--- src/rtl/riscv_wb_arbiter.sv ---
// Register-file write-port arbiter: EXU always wins, LSU/MDU share leftovers round-robin.
// 1-cycle write latency; LSU/MDU back-pressured via ready, EXU never; stall_o raised on starvation.
module riscv_wb_arbiter #(
    parameter int unsigned STARVE_LIMIT = 4
) (
    input  logic        clk_i,
    input  logic        rst_ni,
    input  logic [4:0]  exu_idx_i,
    input  logic [31:0] exu_value_i,
    input  logic        lsu_valid_i,
    input  logic [4:0]  lsu_idx_i,
    input  logic [31:0] lsu_value_i,
    output logic        lsu_ready_o,
    input  logic        mdu_valid_i,
    input  logic [4:0]  mdu_idx_i,
    input  logic [31:0] mdu_value_i,
    output logic        mdu_ready_o,
    output logic        rf_we_o,
    output logic [4:0]  rf_idx_o,
    output logic [31:0] rf_value_o,
    output logic        stall_o
);

    typedef struct packed {
        logic [4:0]  idx;
        logic [31:0] value;
    } wb_t;

    logic       w_exu_busy;
    logic       w_lsu_req;
    logic       w_mdu_req;
    logic       w_lsu_zero;
    logic       w_mdu_zero;
    logic       w_lsu_gnt;
    logic       w_mdu_gnt;
    logic       w_pending;
    wb_t        w_sel;

    logic       r_rr;
    logic [3:0] r_cnt;
    logic       r_we;
    wb_t        r_wb;

    assign w_exu_busy = (exu_idx_i != 5'd0);
    assign w_lsu_req  = lsu_valid_i && (lsu_idx_i != 5'd0);
    assign w_mdu_req  = mdu_valid_i && (mdu_idx_i != 5'd0);
    assign w_lsu_zero = lsu_valid_i && (lsu_idx_i == 5'd0);
    assign w_mdu_zero = mdu_valid_i && (mdu_idx_i == 5'd0);
    assign w_pending  = w_lsu_req || w_mdu_req;

    // r_rr only breaks ties; a lone requester wins regardless of it
    assign w_lsu_gnt = !w_exu_busy && w_lsu_req && (!w_mdu_req || !r_rr);
    assign w_mdu_gnt = !w_exu_busy && w_mdu_req && (!w_lsu_req ||  r_rr);

    // Index-0 results are discarded on the spot, so they are acked without a grant
    assign lsu_ready_o = rst_ni && (w_lsu_zero || w_lsu_gnt);
    assign mdu_ready_o = rst_ni && (w_mdu_zero || w_mdu_gnt);

    always_comb begin
        w_sel = '{idx: mdu_idx_i, value: mdu_value_i};
        if (w_exu_busy) begin
            w_sel = '{idx: exu_idx_i, value: exu_value_i};
        end else if (w_lsu_gnt) begin
            w_sel = '{idx: lsu_idx_i, value: lsu_value_i};
        end
    end

    always_ff @(posedge clk_i or negedge rst_ni) begin
        if (!rst_ni) begin
            r_we  <= 1'b0;
            r_wb  <= '0;
            r_rr  <= 1'b0;
            r_cnt <= 4'd0;
        end else begin
            r_we <= w_exu_busy || w_lsu_gnt || w_mdu_gnt;
            if (w_exu_busy || w_lsu_gnt || w_mdu_gnt) begin
                r_wb <= w_sel;
            end

            if (w_lsu_gnt) begin
                r_rr <= 1'b1;
            end else if (w_mdu_gnt) begin
                r_rr <= 1'b0;
            end

            if (w_lsu_gnt || w_mdu_gnt) begin
                r_cnt <= 4'd0;
            end else if (w_exu_busy && w_pending && (r_cnt != 4'hF)) begin
                r_cnt <= r_cnt + 4'd1;
            end
        end
    end

    assign rf_we_o    = r_we;
    assign rf_idx_o   = r_wb.idx;
    assign rf_value_o = r_wb.value;
    assign stall_o    = ({28'd0, r_cnt} >= STARVE_LIMIT);

endmodule

--- config.mk ---
export PLATFORM = sky130hd
export DESIGN_NAME = riscv_wb_arbiter
export DESIGN_NICKNAME = d
export VERILOG_FILES = /design/src/rtl/riscv_wb_arbiter.sv
export SDC_FILE = /design/constraint.sdc
export NUM_CORES = 1
export LEC_CHECK = 0
export ABC_AREA = 0
export CAP_MARGIN = 5
export CORE_ASPECT_RATIO = 0.6
export CORE_MARGIN = 2
export CORE_UTILIZATION = 34
export CTS_CLUSTER_SIZE = 28
export DETAILED_ROUTE_END_ITERATION = 8
export PLACE_DENSITY = 0.77
export SYNTH_ARGS = -nofsm -noshare
export SYNTH_HDL_FRONTEND = slang
export SYNTH_SLANG_ARGS = --single-unit
--- constraint.sdc ---
create_clock -name clk_i -period 2.8 [get_ports clk_i]
set_clock_uncertainty 0.15 [all_clocks]
set_input_delay 0.7 -clock clk_i [delete_from_list [all_inputs] [get_ports clk_i]]
set_output_delay 0.7 -clock clk_i [all_outputs]
set_load 0.05 [all_outputs]
# Word-level counts from Yosys, hierarchy flattened
# Cells that the tools add are included.
[word_totals]
out_inout_bits = 41
latch_bits = 0
elab_cells = 45
memories = 0
inputBits = 115
romBits = 0
ramBits = 0
ff_bits = 43
[op_classes]
n_bitwise = 0
div = 0
reduce_logical = 31
n_mul = 0
muxes = 6
n_addsub = 1
order_cmp = 1
shift = 0
n_eq_ne = 1
[ops]
columns = ["cell", "count"]
rows = [
  ["two-way mux 37 bit", 2],
  ["nonzero test 5 bit", 3],
  ["logical AND 1 bit", 12],
  ["logical NOT 5 bit", 2],
  ["logical OR 1 bit", 8],
  ["two-way mux 4 bit", 2],
  ["adder 4 x 1 -> 4 bit, second input constant", 1],
  [">= comparator 4 x 3 -> 1 bit, second input constant", 1],
  ["logical NOT 1 bit", 4],
  ["inequality test 4 bit, second input constant", 1],
  ["nonzero test 2 bit", 2],
  ["two-way mux 1 bit", 2],
]

# Logic depth before layout (Yosys ltp)
# Gate-level depths: netlist (run 1).
[logic_depth]
depth_word = 7
mapped_depth = 7
mapped_depth_nobuf = 5

# Least setup slack after synthesis (run 1)
# OpenSTA, ideal clock, no wires.
[synth_path]
kind = "input-to-output"
start = "input mdu_idx_i[1]"
end = "output lsu_ready_o"
t_required_ns = 1.950
stages = 5
arrival_ns = 2.673
slack_ns = -0.723
n_path_buf = 0
cell_sequence = "or4_4 -> o211a_4 -> nor3_4 -> a21oi_1 -> nor2b_1"
[synth_between]
elab_chain_cells = 7
[synth_lines]
columns = ["item", "line", "source"]
rows = [
  ["from (decl)", "15", "input logic [4:0] mdu_idx_i,"],
  ["nonzero test 5 bit", "46", "assign w_mdu_req = mdu_valid_i && (mdu_idx_i != 5'd0);"],
  ["logical AND 1 bit", "46", ""],
  ["logical NOT 1 bit", "52", "assign w_lsu_gnt = !w_exu_busy && w_lsu_req && (!w_mdu_req || !r_rr);"],
  ["logical OR 1 bit", "52", ""],
  ["logical AND 1 bit", "52", ""],
  ["logical OR 1 bit", "56", "assign lsu_ready_o = rst_ni && (w_lsu_zero || w_lsu_gnt);"],
  ["logical AND 1 bit", "56", ""],
  ["to (decl)", "13", "output logic lsu_ready_o,"],
]
# No other way between the ends.

# Final worst setup path (run 1)
[layout_path]
start = "input mdu_idx_i[2]"
end = "output lsu_ready_o"
# The elaborated chain is that of the path after synthesis.

==> impl_results.md, run 1 <==
* Min Hold Slack at 305 ps
* Final HPWL DP at 6.43 mm
* FP Rows at 24
* Worst setup EP type: output port
* Leak at 1.76 nW
* First-iteration detailed-routing DRC count at 207
* Overall Global Routing Usage at 20.0%
* Clk pin slew, worst setup/hold paths at 60 ps
* WP data arrival at 2120 ps
* Setup ws final at -171 ps
* Status: complete, but fails checks
* Worst-margin pin slew at 537 ps
* Final setup violation count at 2
* Cts hold-fix bufs at 0
* Pin count of the biggest net entering global routing at 41
* Die Span X at 117 microns
* Fin nets at 538
* Initial antenna violation count at 0
* Post-Place Worst Slack at -576 ps
* Peak supply drop at 0.000332 V
* Clock Path Buffers at 2
* Routed length per placed instance at 16.0 microns
* Seq/Total Area, Yosys at 41.6%
* Io pins at 156
* Detail Route Antenna Nets at 0
* Max Cap Viol at 0
* Clock Latency Late Sink at 280 ps
* Vias in the first global route at 2,634
* Most common cell after layout, fill and taps aside: clkdlybuf4s50_1
* Post-Syn Instances at 258
* R2r worst-path depth at 6
* WL final at 8.44 mm
* # fillers at 657
* Clk sink count at 43
* Post-Syn Area at 2590 sq um
* Top cells by area, synth: dfrtp_1 42%, o22ai_2 14%, mux2i_1 12%
* Post-synth top area share at 41.6%
* Largest area contributor in the netlist: dfrtp_1
* Number of flops mapped to enable cells by yosys at 0
* Slew headroom at 64.1%
* Failing checks: setup timing
* Reg2reg start: r_rr
* Root Buffer Master: clkbuf_16
* Crit Path Class: input port to output port
* Vias per Instance at 5.04
* Post-Syn Nets at 374
* Port bufs at 155
* Area growth from synthesis to layout at 76.5%
* Overflow left after global routing at 0
* Final instance area at 4570 sq um
* CTS tree: done
* First-pass GRT wire length at 13.2 mm
* Final Hold Fails at 0
* Final setup TNS at -226 ps
* Ys async rst share at 100%
* H-tree levels at 2
* Initial Util at 35.3%
* Syn Area/Cell at 10.0 sq um
* Register bit total from synthesis at 43
* N_diodes at 0
* Final period util at 106%
* Total number of vias at 2,658
* Critical path data required time at 1950 ps
* RSZ-0062 raised after global routing: yes
* Pwr Density at 462 nW/um^2
* Cell variety after synth at 27
* Startpoint types: input port
* Layout cell share with drive strength beyond 1 at 20.3%
* Post-layout min period at 2970 ps
* Remaining DRCs at 0
* Ys flop type: dfrtp_1
* Die Ht at 71.6 microns
* Synth warn at 0
* Core ar. at 7330 sq um
* Flop-to-flop setup slack at 970 ps
* GP Congestion at 0.797
* Fin. max-slew vios at 0
* Dpl cell area at 4390 sq um
* Most frequent cells in the layout: 144 x clkdlybuf4s50_1, 46 x nor2_1, 43 x dfrtp_1
* Fmax at 0.337 GHz
* Die area at 8350 sq um
* DRT Pass-1 Iters at 4
* Crit-path max FO at 3
* Hold WC Path Type: input port to asynchronous set/reset pin
* Num CTS Buffers at 5
* Worst reg2reg endpoint: rf_value_o[22]
flip-flops by register name, summed over array words and instances, names as in the netlist:
signal and cells:
rf_value_o 32, rf_idx_o 5, r_cnt 4, r_rr 1
rf_we_o 1
kinds of logic (layout without fill, tap and decap cells):
logic type / Yosys count / after routing / share of synthesized area [%]
mux: 37 / 37 / 14.6
buf+inv: 21 / 186 / 4.59
simple gates: 65 / 65 / 11.0
flops: 43 / 43 / 41.6
fa+ha+maj: 1 / 1 / 0.483
compound gates: 91 / 91 / 27.8
per-layer routing:
layer | vias to the layer above | wire, microns | global-route usage, %
met3 | 2 | 849 | 6.26
met5 | - | 0 | 0
met1 | 1280 | 3740 | 26.7
met4 | 0 | 28 | 2.61
met2 | 111 | 3820 | 33.1
li1 | 1265 | - | -
per-stage QoR:
step | total power, mW | cells | util (%)
finish | 2.11 | 527 | 62.3
global route | 2.22 | 527 | 62.3
CTS | 2.13 | 527 | 62.4
detailed placement | 1.44 | 517 | 60.0
global placement | 1.42 | 517 | 60.0
floorplan | 1.10 | 258 | -
critical path, cell delays in order:
cell and delay (ps):
buf_6 90, or4_4 560, o211a_4 290, nor3_4 140
a21oi_2 70, nor2b_4 130, buf_12 140
where the power goes:
group | leakage, nW | switching [mW] | internal (mW) | total, mW
combinational | 1.18 | 0.345 | 0.329 | 0.674
clock | 0.0868 | 0.240 | 0.444 | 0.684
sequential | 0.500 | 0.0589 | 0.691 | 0.750
area by class of cell:
class | count | area, sq um | share of cell area (%)
timing repair buffer | 177 | 1750 | 38.2
clock inverter | 2 | 35.0 | 0.767
inverter | 1 | 3.75 | 0.0822
multi-input combinational | 194 | 1440 | 31.5
clock buffer | 6 | 139 | 3.04
sequential | 43 | 1080 | 23.6
tap | 104 | 130 | 2.85
synthesized netlist by cell type, types with 2 or more instances:
cell type and number:
buf_8 3, o31a_1 5, o22ai_2 29, o22ai_1 3, dfrtp_1 43, a21oi_1 42, nor2_1 46, o21ai_0 8
or2_2 2, mux2i_1 32, clkbuf_1 12, nand3_1 3, buf_2 5, nand2_1 7, mux2_2 5, and2_1 2
worst max path at each step:
stage,depth (start not counted),slack (ps),to,start
6_report,7,-170,lsu_ready_o,mdu_idx_i[2]
2_1_floorplan,5,-320,lsu_ready_o,mdu_idx_i[1]
4_1_cts,7,-170,lsu_ready_o,mdu_idx_i[2]
3_3_place_gp,7,-530,lsu_ready_o,mdu_idx_i[1]
3_5_place_dp,7,-580,lsu_ready_o,mdu_idx_i[1]
5_1_grt,7,-220,lsu_ready_o,mdu_idx_i[2]
repair_timing:
| item | 4_1_cts | 5_1_grt |
|---|---|---|
| pin swaps | 5 | 0 |
| endpoints found under the setup margin | 39 | 2 |
| resized for setup | 24 | 4 |
| buffers inserted | 2 | 0 |
| gates cloned | 0 | 0 |
Note: power is estimated with default switching activity, not from simulation.
==> run 2, diff against run 1 <==
- CORE_ASPECT_RATIO: 0.6 -> default
==> run 2 against run 1 <==
Compared with the run above:
- the flow still finishes with violations (setup timing)
- combinational power fell by 0.7%
- highest routed layer unchanged
- critical path type unchanged
- sequential cell count did not move
- clock-buffer cell count is the same
- core utilization down 0.64 points
- die area shrank 0.28%
- critical path depth unchanged
- sequential share of layout area is 0.36 points higher
- routed wire length is 0.47% lower
==> impl_results.md, run 2 (synthesis gave the netlist of run 1 again) <==
* Final HPWL DP at 6.16 mm (-4.1%)
* Fmax at 0.341 GHz (+1.2%)
* Port bufs at 155 (unchanged)
* Vias in the first global route at 2,752 (+4.5%)
* Root Buffer Master: clkbuf_8
* Pwr Density at 405 nW/um^2 (-12%)
* Cts hold-fix bufs at 0 (unchanged)
* Flop pwr share at 41.4% (+5.8 points)
* First-pass GRT wire length at 13.6 mm (+3.0%)
* Switch Pwr at 608 uW (-5.7%)
* Core ar. at 7290 sq um (-0.48%)
* Status: complete, but fails checks
* Fin util at 61.7% (-0.64 points)
* Power share of the combinational group at 36.8% (+4.8 points)
* Die Span X at 91.2 microns (-22%)
* Most frequent cells in the layout: 141 x clkdlybuf4s50_1, 46 x nor2_1, 43 x dfrtp_1
* Overall Power at 1.82 mW (-14%)
* N_diodes at 0 (unchanged)
* Clock Latency Late Sink at 280 ps (about the same)
* Initial antenna violation count at 0 (unchanged)
* Crit. Startpoint: mdu_idx_i[1]
* Final Hold Fails at 0 (unchanged)
* Leak at 1.77 nW (+0.21%)
* Io pins at 156 (unchanged)
* Routed length per placed instance at 16.0 microns (about the same)
* Detail Route Antenna Nets at 0 (unchanged)
* Final instance area at 4500 sq um (-1.5%)
* # fillers at 655 (-0.30%)
* GP Congestion at 0.801 (+0.51%)
* Switching Share at 33.4% (+2.8 points)
* H-tree levels at 2 (unchanged)
* Layout cell share with drive strength beyond 1 at 21.6% (+1.3 points)
* Area growth from synthesis to layout at 73.8%
* Reg2reg start: r_rr
* Flop-to-flop setup slack at 870 ps (-100 ps)
* Final setup violation count at 2 (unchanged)
* First-iteration detailed-routing DRC count at 96 (-54%)
* Fin nets at 542 (+0.74%)
* WP data arrival at 2090 ps (-30 ps)
* Slowest CP cell: or4_4
* Max reg flops at 32 (unchanged)
* Startpoint types: input port
* CTS tree: done
* Failing checks: setup timing
* Clk pwr share at 21.8% (-11 points)
* Worst path cell trace: buf_6 > or4_4 > o211a_4 > nor3_4 > a21oi_2 > nor2b_4 > buf_12
* Sequential cell area at 1080 sq um (unchanged)
* Worst reg2reg endpoint: rf_value_o[23]
* Crit-path max FO at 3 (unchanged)
* Crit Path Class: input port to output port
* Clk sink count at 43 (unchanged)
* Setup crit end: lsu_ready_o
* Clk pin slew, worst setup/hold paths at 80 ps (+20 ps)
* Post-layout min period at 2940 ps (-35.8 ps)
* Pin count of the biggest net entering global routing at 41 (unchanged)
* Setup ws final at -135 ps (+35.8 ps)
* Slew headroom at 63.6% (-0.42 points)
* Min Hold Slack at 275 ps (-30.3 ps)
* Peak supply drop at 0.000191 V (-42%)
* Die Ht at 91.2 microns (+27%)
* Area of the multi-input gates at 1450 sq um (+0.61%)
* R2r worst-path depth at 7 (+1)
* Overflow left after global routing at 0 (unchanged)
* Overall Global Routing Usage at 20.0% (-0.021 points)
* FP Rows at 31 (+29%)
* DRT Pass-1 Iters at 4 (unchanged)
* Worst-margin pin slew at 544 ps (+6.32 ps)
* Vias per Instance at 5.03 (-0.30%)
* CP max stage delay at 540 ps (-20 ps)
* Hold WC Path Type: input port to asynchronous set/reset pin
* Most common cell after layout, fill and taps aside: clkdlybuf4s50_1
* RSZ-0062 raised after global routing: yes
* Critical path data required time at 1950 ps (about the same)
* Num CTS Buffers at 5 (unchanged)
* Worst setup EP type: output port
* Cell Int Power at 1.21 mW (-17%)
* Dpl cell area at 4370 sq um (-0.54%)
* Clock Path Buffers at 2 (unchanged)
* Max Cap Viol at 0 (unchanged)
* WL final at 8.40 mm (-0.47%)
* Final Instance Count excl. Fillers at 525 (-0.38%)
* Post-Place Cells at 513 (-0.77%)
* Die area at 8320 sq um (-0.28%)
* Fin. max-slew vios at 0 (unchanged)
* Final setup TNS at -154 ps (+72.3 ps)
* Initial Util at 35.5% (+0.17 points)
* Final period util at 105% (-1.3 points)
* Total number of vias at 2,640 (-0.68%)
* Remaining DRCs at 0 (unchanged)
* Post-Place Worst Slack at -496 ps (+79.8 ps)
==> run 2: worst min-delay path by stage <==
stage,start,to
2_1_floorplan,rst_ni,r_cnt[0]
3_3_place_gp,rf_value_o[4],rf_value_o[4]
3_5_place_dp,rf_value_o[21],rf_value_o[21]
4_1_cts,rst_ni,rf_value_o[6]
5_1_grt,rst_ni,rf_value_o[4]
6_report,rst_ni,rf_value_o[6]
==> run 2: layout make-up <==
type | instances | share of cell area, %
Inverter | 1 | 0.0834
Clock buffer | 6 | 1.84
Clock inverter | 1 | 0.111
Sequential cell | 43 | 23.9
Multi-Input combinational cell | 194 | 32.2
Tap cell | 99 | 2.75
Timing Repair Buffer | 181 | 39.1
==> run 2: power groups by stage <==
| stage | Sequential, mW | Combinational, mW | Clock [mW] |
|---|---|---|---|
| 2_1_floorplan | 0.882 | 0.215 | 0 |
| 3_3_place_gp | 0.755 | 0.655 | 0 |
| 3_5_place_dp | 0.761 | 0.667 | 0 |
| 4_1_cts | 0.750 | 0.670 | 0.414 |
| 5_1_grt | 0.764 | 0.726 | 0.432 |
| 6_report | 0.753 | 0.669 | 0.397 |
==> run 2: what timing repair did <==
| action | in CTS | in global routing |
|---|---|---|
| pin swaps | 7 | 3 |
| buffers inserted | 3 | 2 |
| setup endpoints to repair | 39 | 3 |
| endpoints found under the hold margin | 0 | 0 |
| resized for setup | 31 | 9 |
==> run 2: worst max-delay path, delay by kind of cell <==
kind	cells	cell delay [ps]
and+or+nand+nor	3	810
AOI/OAI and AO/OA	2	340
buffers and inverters	2	230
==> run 2: routing by layer <==
metal	global-route usage, %	up-vias	share of wire (%)
met5	0	-	0
met4	6.06	0	1.5
met3	5.73	12	6.5
met2	34.7	102	51
met1	23.9	1251	41
li1	-	1275	-
